File: config.mk
export PLATFORM = sky130hd
export DESIGN_NAME = char_blit_flat
export DESIGN_NICKNAME = d
export VERILOG_FILES = /design/src/rtl/char_blit_if.sv /design/src/rtl/char_blit.sv /design/src/flat_wrapper.sv
export SDC_FILE = /design/constraint.sdc
export NUM_CORES = 1
export LEC_CHECK = 0
export ABC_AREA = 1
export BUFFER_PORTS_ARGS = -buffer_cell sky130_fd_sc_hd__buf_2
export CORE_ASPECT_RATIO = 0.8
export CORE_MARGIN = 2
export CORE_UTILIZATION = 57
export DETAILED_ROUTE_END_ITERATION = 8
export PLACE_DENSITY = 0.82
export SLEW_MARGIN = 20
export SYNTH_ARGS = -nofsm -noshare
export SYNTH_HDL_FRONTEND = slang
export SYNTH_SLANG_ARGS = --single-unit
File: constraint.sdc
create_clock -name CLOCK_50 -period 3.35 [get_ports CLOCK_50]
set_input_delay 0.67 -clock CLOCK_50 [delete_from_list [all_inputs] [get_ports CLOCK_50]]
set_output_delay 0.67 -clock CLOCK_50 [all_outputs]
set_load 0.01 [all_outputs]
File: src/rtl/char_blit_if.sv
// Bundle of the blitter's request, status, character-ROM and frame-buffer write signals.
// The master side is the environment: the requester and the ROM.
// The slave side is the blitter.
interface char_blit_if #(
  parameter int unsigned DATA_WIDTH = 24,
  parameter int unsigned COL_BITS   = 5,
  parameter int unsigned ROW_BITS   = 5
);
  localparam int unsigned AW = COL_BITS + ROW_BITS + 6;

  logic                  start;
  logic [7:0]            char_code;
  logic [COL_BITS-1:0]   col;
  logic [ROW_BITS-1:0]   row;
  logic [DATA_WIDTH-1:0] fg;
  logic [DATA_WIDTH-1:0] bg;
  logic                  transparent;
  logic                  busy;
  logic                  done;
  logic [10:0]           crom_adr;
  logic [7:0]            crom_q;
  logic [AW-1:0]         vram_wadr;
  logic [DATA_WIDTH-1:0] vram_d;
  logic                  vram_we;

  modport master (
    output start, char_code, col, row, fg, bg, transparent, crom_q,
    input  busy, done, crom_adr, vram_wadr, vram_d, vram_we
  );

  modport slave (
    input  start, char_code, col, row, fg, bg, transparent, crom_q,
    output busy, done, crom_adr, vram_wadr, vram_d, vram_we
  );
endinterface

File: src/rtl/char_blit.sv
// Character-cell blitter.
// It fetches 8 glyph rows from a registered ROM and writes the 64 expanded pixels into one
// 8x8 text cell of a 256x256 frame buffer. Every output comes straight from a register.
module char_blit #(
  parameter int unsigned DATA_WIDTH = 24,
  parameter int unsigned COL_BITS   = 5,
  parameter int unsigned ROW_BITS   = 5
) (
  input  logic      CLOCK_50,
  input  logic      reset,
  char_blit_if.slave bus
);
  localparam int unsigned AW = COL_BITS + ROW_BITS + 6;

  typedef enum logic [2:0] {StIdle, StFetch, StLatch, StWrite, StDone} state_e;

  state_e                state_q, state_d;
  logic [7:0]            code_q, code_d;
  logic [COL_BITS-1:0]   col_q, col_d;
  logic [ROW_BITS-1:0]   row_q, row_d;
  logic [DATA_WIDTH-1:0] fg_q, fg_d;
  logic [DATA_WIDTH-1:0] bg_q, bg_d;
  logic                  transp_q, transp_d;
  logic [2:0]            grow_q, grow_d;
  logic [2:0]            px_q, px_d;
  logic [7:0]            shreg_q, shreg_d;
  logic                  busy_q, busy_d;
  logic                  done_q, done_d;
  logic                  we_q, we_d;
  logic [AW-1:0]         wadr_q, wadr_d;
  logic [DATA_WIDTH-1:0] vd_q, vd_d;
  logic [10:0]           cadr_q, cadr_d;

  logic                  emit;
  logic                  pix_bit;
  logic [2:0]            pix_x;

  // Next-state and registered-output logic. A pixel is "emitted" on the edge that precedes
  // the cycle in which it is shown on the vram port.
  always_comb begin
    state_d  = state_q;
    code_d   = code_q;
    col_d    = col_q;
    row_d    = row_q;
    fg_d     = fg_q;
    bg_d     = bg_q;
    transp_d = transp_q;
    grow_d   = grow_q;
    px_d     = px_q;
    shreg_d  = shreg_q;
    busy_d   = busy_q;
    done_d   = 1'b0;
    we_d     = 1'b0;
    wadr_d   = wadr_q;
    vd_d     = vd_q;
    cadr_d   = cadr_q;
    emit     = 1'b0;
    pix_bit  = 1'b0;
    pix_x    = 3'd0;

    case (state_q)
      StIdle, StDone: begin
        if (bus.start) begin
          code_d   = bus.char_code;
          col_d    = bus.col;
          row_d    = bus.row;
          fg_d     = bus.fg;
          bg_d     = bus.bg;
          transp_d = bus.transparent;
          grow_d   = 3'd0;
          px_d     = 3'd0;
          cadr_d   = {bus.char_code, 3'd0};
          busy_d   = 1'b1;
          state_d  = StFetch;
        end else begin
          state_d = StIdle;
        end
      end
      StFetch: state_d = StLatch;
      StLatch: begin
        // Pixel 0 comes directly from the ROM word; the remaining bits go to the shifter.
        shreg_d = {bus.crom_q[6:0], 1'b0};
        pix_bit = bus.crom_q[7];
        pix_x   = 3'd0;
        emit    = 1'b1;
        px_d    = 3'd0;
        state_d = StWrite;
      end
      StWrite: begin
        if (px_q != 3'd7) begin
          shreg_d = {shreg_q[6:0], 1'b0};
          pix_bit = shreg_q[7];
          pix_x   = px_q + 3'd1;
          emit    = 1'b1;
          px_d    = pix_x;
        end else if (grow_q != 3'd7) begin
          grow_d  = grow_q + 3'd1;
          cadr_d  = {code_q, grow_q + 3'd1};
          state_d = StFetch;
        end else begin
          busy_d  = 1'b0;
          done_d  = 1'b1;
          state_d = StDone;
        end
      end
      default: state_d = StIdle;
    endcase

    if (emit) begin
      wadr_d = {row_q, grow_q, col_q, pix_x};
      vd_d   = pix_bit ? fg_q : bg_q;
      we_d   = pix_bit | ~transp_q;
    end
  end

  // State and output registers with synchronous reset.
  always_ff @(posedge CLOCK_50) begin
    if (reset) begin
      state_q  <= StIdle;
      code_q   <= '0;
      col_q    <= '0;
      row_q    <= '0;
      fg_q     <= '0;
      bg_q     <= '0;
      transp_q <= 1'b0;
      grow_q   <= '0;
      px_q     <= '0;
      shreg_q  <= '0;
      busy_q   <= 1'b0;
      done_q   <= 1'b0;
      we_q     <= 1'b0;
      wadr_q   <= '0;
      vd_q     <= '0;
      cadr_q   <= '0;
    end else begin
      state_q  <= state_d;
      code_q   <= code_d;
      col_q    <= col_d;
      row_q    <= row_d;
      fg_q     <= fg_d;
      bg_q     <= bg_d;
      transp_q <= transp_d;
      grow_q   <= grow_d;
      px_q     <= px_d;
      shreg_q  <= shreg_d;
      busy_q   <= busy_d;
      done_q   <= done_d;
      we_q     <= we_d;
      wadr_q   <= wadr_d;
      vd_q     <= vd_d;
      cadr_q   <= cadr_d;
    end
  end

  assign bus.busy      = busy_q;
  assign bus.done      = done_q;
  assign bus.crom_adr  = cadr_q;
  assign bus.vram_wadr = wadr_q;
  assign bus.vram_d    = vd_q;
  assign bus.vram_we   = we_q;
endmodule
File: src/flat_wrapper.sv
// flat-port wrapper written by rule: the top's interface ports become plain ports
module char_blit_flat 
#(
  parameter int unsigned DATA_WIDTH = 24,
  parameter int unsigned COL_BITS   = 5,
  parameter int unsigned ROW_BITS   = 5
)
  (CLOCK_50, reset, bus_start, bus_char_code, bus_col, bus_row, bus_fg, bus_bg, bus_transparent, bus_crom_q, bus_busy, bus_done, bus_crom_adr, bus_vram_wadr, bus_vram_d, bus_vram_we);
  char_blit_if #(.DATA_WIDTH(DATA_WIDTH), .COL_BITS(COL_BITS), .ROW_BITS(ROW_BITS)) bus_i ();
  input  logic CLOCK_50;
  input  logic reset;
  input wire logic [$bits(bus_i.start)-1:0] bus_start;
  input wire logic [$bits(bus_i.char_code)-1:0] bus_char_code;
  input wire logic [$bits(bus_i.col)-1:0] bus_col;
  input wire logic [$bits(bus_i.row)-1:0] bus_row;
  input wire logic [$bits(bus_i.fg)-1:0] bus_fg;
  input wire logic [$bits(bus_i.bg)-1:0] bus_bg;
  input wire logic [$bits(bus_i.transparent)-1:0] bus_transparent;
  input wire logic [$bits(bus_i.crom_q)-1:0] bus_crom_q;
  output wire logic [$bits(bus_i.busy)-1:0] bus_busy;
  output wire logic [$bits(bus_i.done)-1:0] bus_done;
  output wire logic [$bits(bus_i.crom_adr)-1:0] bus_crom_adr;
  output wire logic [$bits(bus_i.vram_wadr)-1:0] bus_vram_wadr;
  output wire logic [$bits(bus_i.vram_d)-1:0] bus_vram_d;
  output wire logic [$bits(bus_i.vram_we)-1:0] bus_vram_we;
  assign bus_i.start = bus_start;
  assign bus_i.char_code = bus_char_code;
  assign bus_i.col = bus_col;
  assign bus_i.row = bus_row;
  assign bus_i.fg = bus_fg;
  assign bus_i.bg = bus_bg;
  assign bus_i.transparent = bus_transparent;
  assign bus_i.crom_q = bus_crom_q;
  assign bus_busy = bus_i.busy;
  assign bus_done = bus_i.done;
  assign bus_crom_adr = bus_i.crom_adr;
  assign bus_vram_wadr = bus_i.vram_wadr;
  assign bus_vram_d = bus_i.vram_d;
  assign bus_vram_we = bus_i.vram_we;
  char_blit #(.DATA_WIDTH(DATA_WIDTH), .COL_BITS(COL_BITS), .ROW_BITS(ROW_BITS)) u_core (.CLOCK_50(CLOCK_50), .reset(reset), .bus(bus_i));
endmodule
Word level (Yosys, flattened, before mapping). Cells that the tools add are included.

Reductions and logical operators: 12. Bitwise gates (word level): 4. Equal/unequal tests: 11. Muxes and demuxes: 28. $add $sub $neg: 2.

Operators with widths (number): $mux 11 (3); $mux 24 (1); $mux 3 (8); $pmux 11 s2 (1); $pmux 8 s2 (1); $pmux 3 s4 (1); $pmux 3 s3 (1); $mux 8 (1); $reduce_and 4->1 (2); $mux 1 (7); $add 3x1->3 const B (2); $eq 3x2->1 const B (2); $ne 2x2->1 const B (3); $ne 3x3->1 const B (2); $pmux 1 s2 (3); $pmux 3 s2 (1); $ne 2x1->1 const B (2); $reduce_and 2->1 (2); $reduce_bool 2->1 (2); $reduce_or 2->1 (2); $eq 3x1->1 const B (1); $eq 3x3->1 const B (1); $logic_not 3->1 (1); $not 1->1 (3); 4 further kinds (4).

Output and inout bits: 54. Bits in registers: 138.

Depth between registers and ports, before layout.
Word-level depth: 5. Mapped depth: 9. Gate-level depth less buffers: 8.

Worst setup path after synthesis. Ideal clock, no wire load.

Path kind: reg2reg. Start point: register u_core.px_q[0]. End point: register u_core.vd_q[3], in the netlist u_core.bus.vram_d[3]. Setup slack: 1.720 ns. Arrival time: 1.517 ns. Library setup time: 0.113 ns. Cell stages (with the launch flop): 10. Buffers on the path: 2. Cells stage by stage: dfxtp_1 ha_1 ha_1 inv_1 o21ai_2 nor2_1 buf_6 buf_4 nand3_1 nand2_1.

Cells in the longest elaborated chain, start to end: 4. Elaborated cells between the ends (all ways): 6.

Ends and longest elaborated chain: start: declaration (line char_blit.sv:25) `logic [2:0] px_q, px_d;`; start signal: assignment (line char_blit.sv:144) `px_q <= px_d;`; $ne 3x3->1 * (line char_blit.sv:90) `if (px_q != 3'd7) begin`; $mux 1 (line char_blit.sv:90); $pmux 1 s2 (line char_blit.sv:61) `case (state_q)`; $mux 24 (line char_blit.sv:111) `vd_d = pix_bit ? fg_q : bg_q;`; end signal: assignment (line char_blit.sv:150) `vd_q <= vd_d;`; end: declaration (line char_blit.sv:31) `logic [DATA_WIDTH-1:0] vd_q, vd_d;`.

Every way passes the cells marked *; elsewhere a longest branch is shown, timed or not. A chain may end at the register's enable or synchronous reset.

Final worst setup path.
Start point: register u_core.px_q[0]. End point: register u_core.vd_q[7], in the netlist u_core.bus.vram_d[7].

The elaborated chain is that of the path after synthesis.

==> run metrics <==
Die Y slightly above 90 µm; GRT Residual Overflow 0; CP endpoint kind register; routed via count around 5100; post-synth top area share 0.4979; # DRC 0; post-detail-place hpwl 8743 µm; Slew Limit Headroom 0.4092; Die X 112.7 µm; Top-Level Pins 132; fin worst setup slack around 1.2 ns; initial antenna violation count 1; fin nets 920; CTS Buffer Depth 2; TritonCTS clock tree built; Seq cells post-synth 134; top post-synthesis cells by area dfxtp_1, nand2_1, o21ai_0; Post-synth EDFFs 0; startpoint types register; Initial DRC Count between 300 and 400; number of CTS-inserted buffers 17; area of the core 0.009115 mm²; switching power 1.110 mW; first-pass GRT wire length roughly 22000 µm; worst-margin pin slew 0.8840 ns; Clk network pwr share 0.445; sequential-to-total area share from yosys stat 0.4979; Mapped Nets about 810; area of the mapped netlist 0.005388 mm²; layout cells sized above 1 0.2341; Leakage 3.289 nW; RD Place Congestion 0.8318; WL final 13440 µm; share of power burned in registers 0.418; power density over the cells approximately 650 mW/mm²; via/cell ratio about 5.3; final number of setup-violating endpoints 0; register area 0.002683 mm²; fmax 0.4691 GHz; postcts setup bufs 0; Synth-to-Final Area Change 23.29%; Slew Viols, Final 0; vias in the first global route about 4700; fillers 704; top cell type by total area after synthesis dfxtp_1; RSZ-0062 raised after global routing no; Crit Path Max Fanout 38; Die ar. 0.01025 mm²; worst endpoint data arrival time 2.49 ns; largest net degree at the start of global routing between 50 and 60; final hold viol count 0; hold depth 2; Final ANT Viol Nets 0; Clk pin slew, worst setup/hold paths 0.05 ns; clk_lat worst skew roughly 0.42 ns; Power Internal between 3 and 4 mW; Post-Syn Area per Cell 7.442 µm²; multi-input logic area 0.002172 mm²; Comb power frac 0.136; wire per inst approximately 14 µm; setup_tns 0 ns; Cell Rows 31; root buf cell clkbuf_16; Primary FF master, synth dfxtp_1; R2R depth 7; IO buf count 131; max-cap check violation count 0; Tightest Hold Check Type reg -> reg; YS warnings 0; Post-Layout Inst Area 0.006643 mm²; crit path kind reg -> reg; Layout Skew between 0.01 and 0.015 ns; Layout Utilization 0.7288; ys async rst share 0; min cycle time layout 2.132 ns; dpl ws between 1 and 1.5 ns; placed cell area 0.006018 mm²; TritonRoute pass-1 iters 5; CTS Hold Bufs 0; Mapped Cells 724; period utilisation layout 0.6364; gr usage total 0.2643; Worst Path Required 3.70 ns; sw frac 0.2561; Yosys cell types 23; number of clock sinks 134; status completed; peak supply drop about 0.42 mV; # H-tree levels 4; initial core utilization 0.5911; Post-CTS Resized 0
[worst max-delay path, stage by stage (launching register included)]
cell and delay, ns:
dfxtp_1 0.33, ha_1 0.23, ha_1 0.27, inv_1 0.14
o21ai_2 0.12, nor2_4 0.69, nand3_1 0.20, nand2_1 0.09
[final cells by class]
type / count / share of cell area
timing repair buffer: 137 / 0.1055
sequential: 134 / 0.4038
multi-input combinational: 462 / 0.3270
clock buffer: 25 / 0.07610
antenna: 1 / 0.0003767
clock inverter: 7 / 0.01752
inverter: 85 / 0.04803
tap: 115 / 0.02166
[worst paths after layout]
kind         slack [ns]                        to                      from
max                1.22      u_core.bus.vram_d[7]            u_core.px_q[0]
min                0.44  u_core.bus.vram_wadr[15]  u_core.bus.vram_wadr[15]
max reg2reg        1.22      u_core.bus.vram_d[7]            u_core.px_q[0]
min reg2reg        0.44  u_core.bus.vram_wadr[15]  u_core.bus.vram_wadr[15]
[registers in the layout, indices dropped and copies added, names as in the netlist]
register,count
u_core.code_q,8
u_core.row_q,5
u_core.bus.busy,1
u_core.state_q,3
u_core.fg_q,24
u_core.bus.vram_wadr,16
u_core.col_q,5
u_core.px_q,3
u_core.shreg_q,7
u_core.bus.done,1
u_core.transp_q,1
u_core.bus.crom_adr,11
u_core.bg_q,24
u_core.bus.vram_d,24
u_core.bus.vram_we,1
[cells in the final DEF (no fill, tap or decap)]
master / n
nand2_1: 151
dfxtp_1: 134
buf_2: 131
o21ai_0: 85
inv_1: 80
a21oi_1: 65
nand3_1: 64
nor2_1: 57
nand2_2: 18
clkbuf_16: 17
buf_4: 6
inv_2: 5
ha_1: 5
clkbuf_8: 5
nor3_1: 4
nor2_4: 3
o21ai_1: 3
bufinv_16: 3
clkbuf_1: 3
nor2_2: 2
clkinv_2: 2
diode_2: 1
nand2_4: 1
o21ai_2: 1
nand3_2: 1
nor3_4: 1
nand3_4: 1
clkinv_4: 1
clkinvlp_4: 1
[stage by stage]
stage	total power [mW]	hold WS, ns	instances
final	4.333	0.4449	966
after global routing	4.516	0.4622	965
after floorplan	2.250	0.4245	724
after CTS	4.348	0.4453	965
after detailed placement	2.422	0.4316	933
after global placement	2.392	0.4238	933
[per-layer routing]
metal / vias to the layer above / GRT usage / share of wire
met5: - / 0 / 0
met3: 22 / 0.06342 / 0.069
met4: 0 / 0.1159 / 0.018
li1: 2531 / - / -
met1: 2351 / 0.3420 / 0.44
met2: 189 / 0.4217 / 0.47
[power by group through the flow]
stage / clock, mW / combinational [mW] / sequential, mW
floorplan: 0 / 0.400 / 1.85
global placement: 0 / 0.556 / 1.84
detailed placement: 0 / 0.579 / 1.84
CTS: 1.95 / 0.589 / 1.81
global route: 2.02 / 0.672 / 1.82
finish: 1.93 / 0.591 / 1.81
[synth_stat cells (2+ instances only)]
cell,instances
buf_2,19
clkbuf_1,17
buf_4,2
nand3_1,65
a21oi_1,65
inv_1,81
nand2_1,151
o21ai_1,2
o21ai_0,86
dfxtp_1,134
nor2_2,2
buf_6,4
nor3_1,4
nor2_1,58
ha_1,5
nor2_4,2
inv_2,4
nand2_2,18
[cell families (layout without fill, tap and decap cells)]
group,after synthesis,in the layout,synth area share
AOI/OAI and AO/OA,154,154,0.1438
adders and majority gates,5,5,0.01161
buffers and inverters,128,254,0.1026
DFF,134,134,0.4979
other,0,1,0
and+or+nand+nor,303,303,0.2441
No activity file was read; power rests on OpenSTA's default activity.
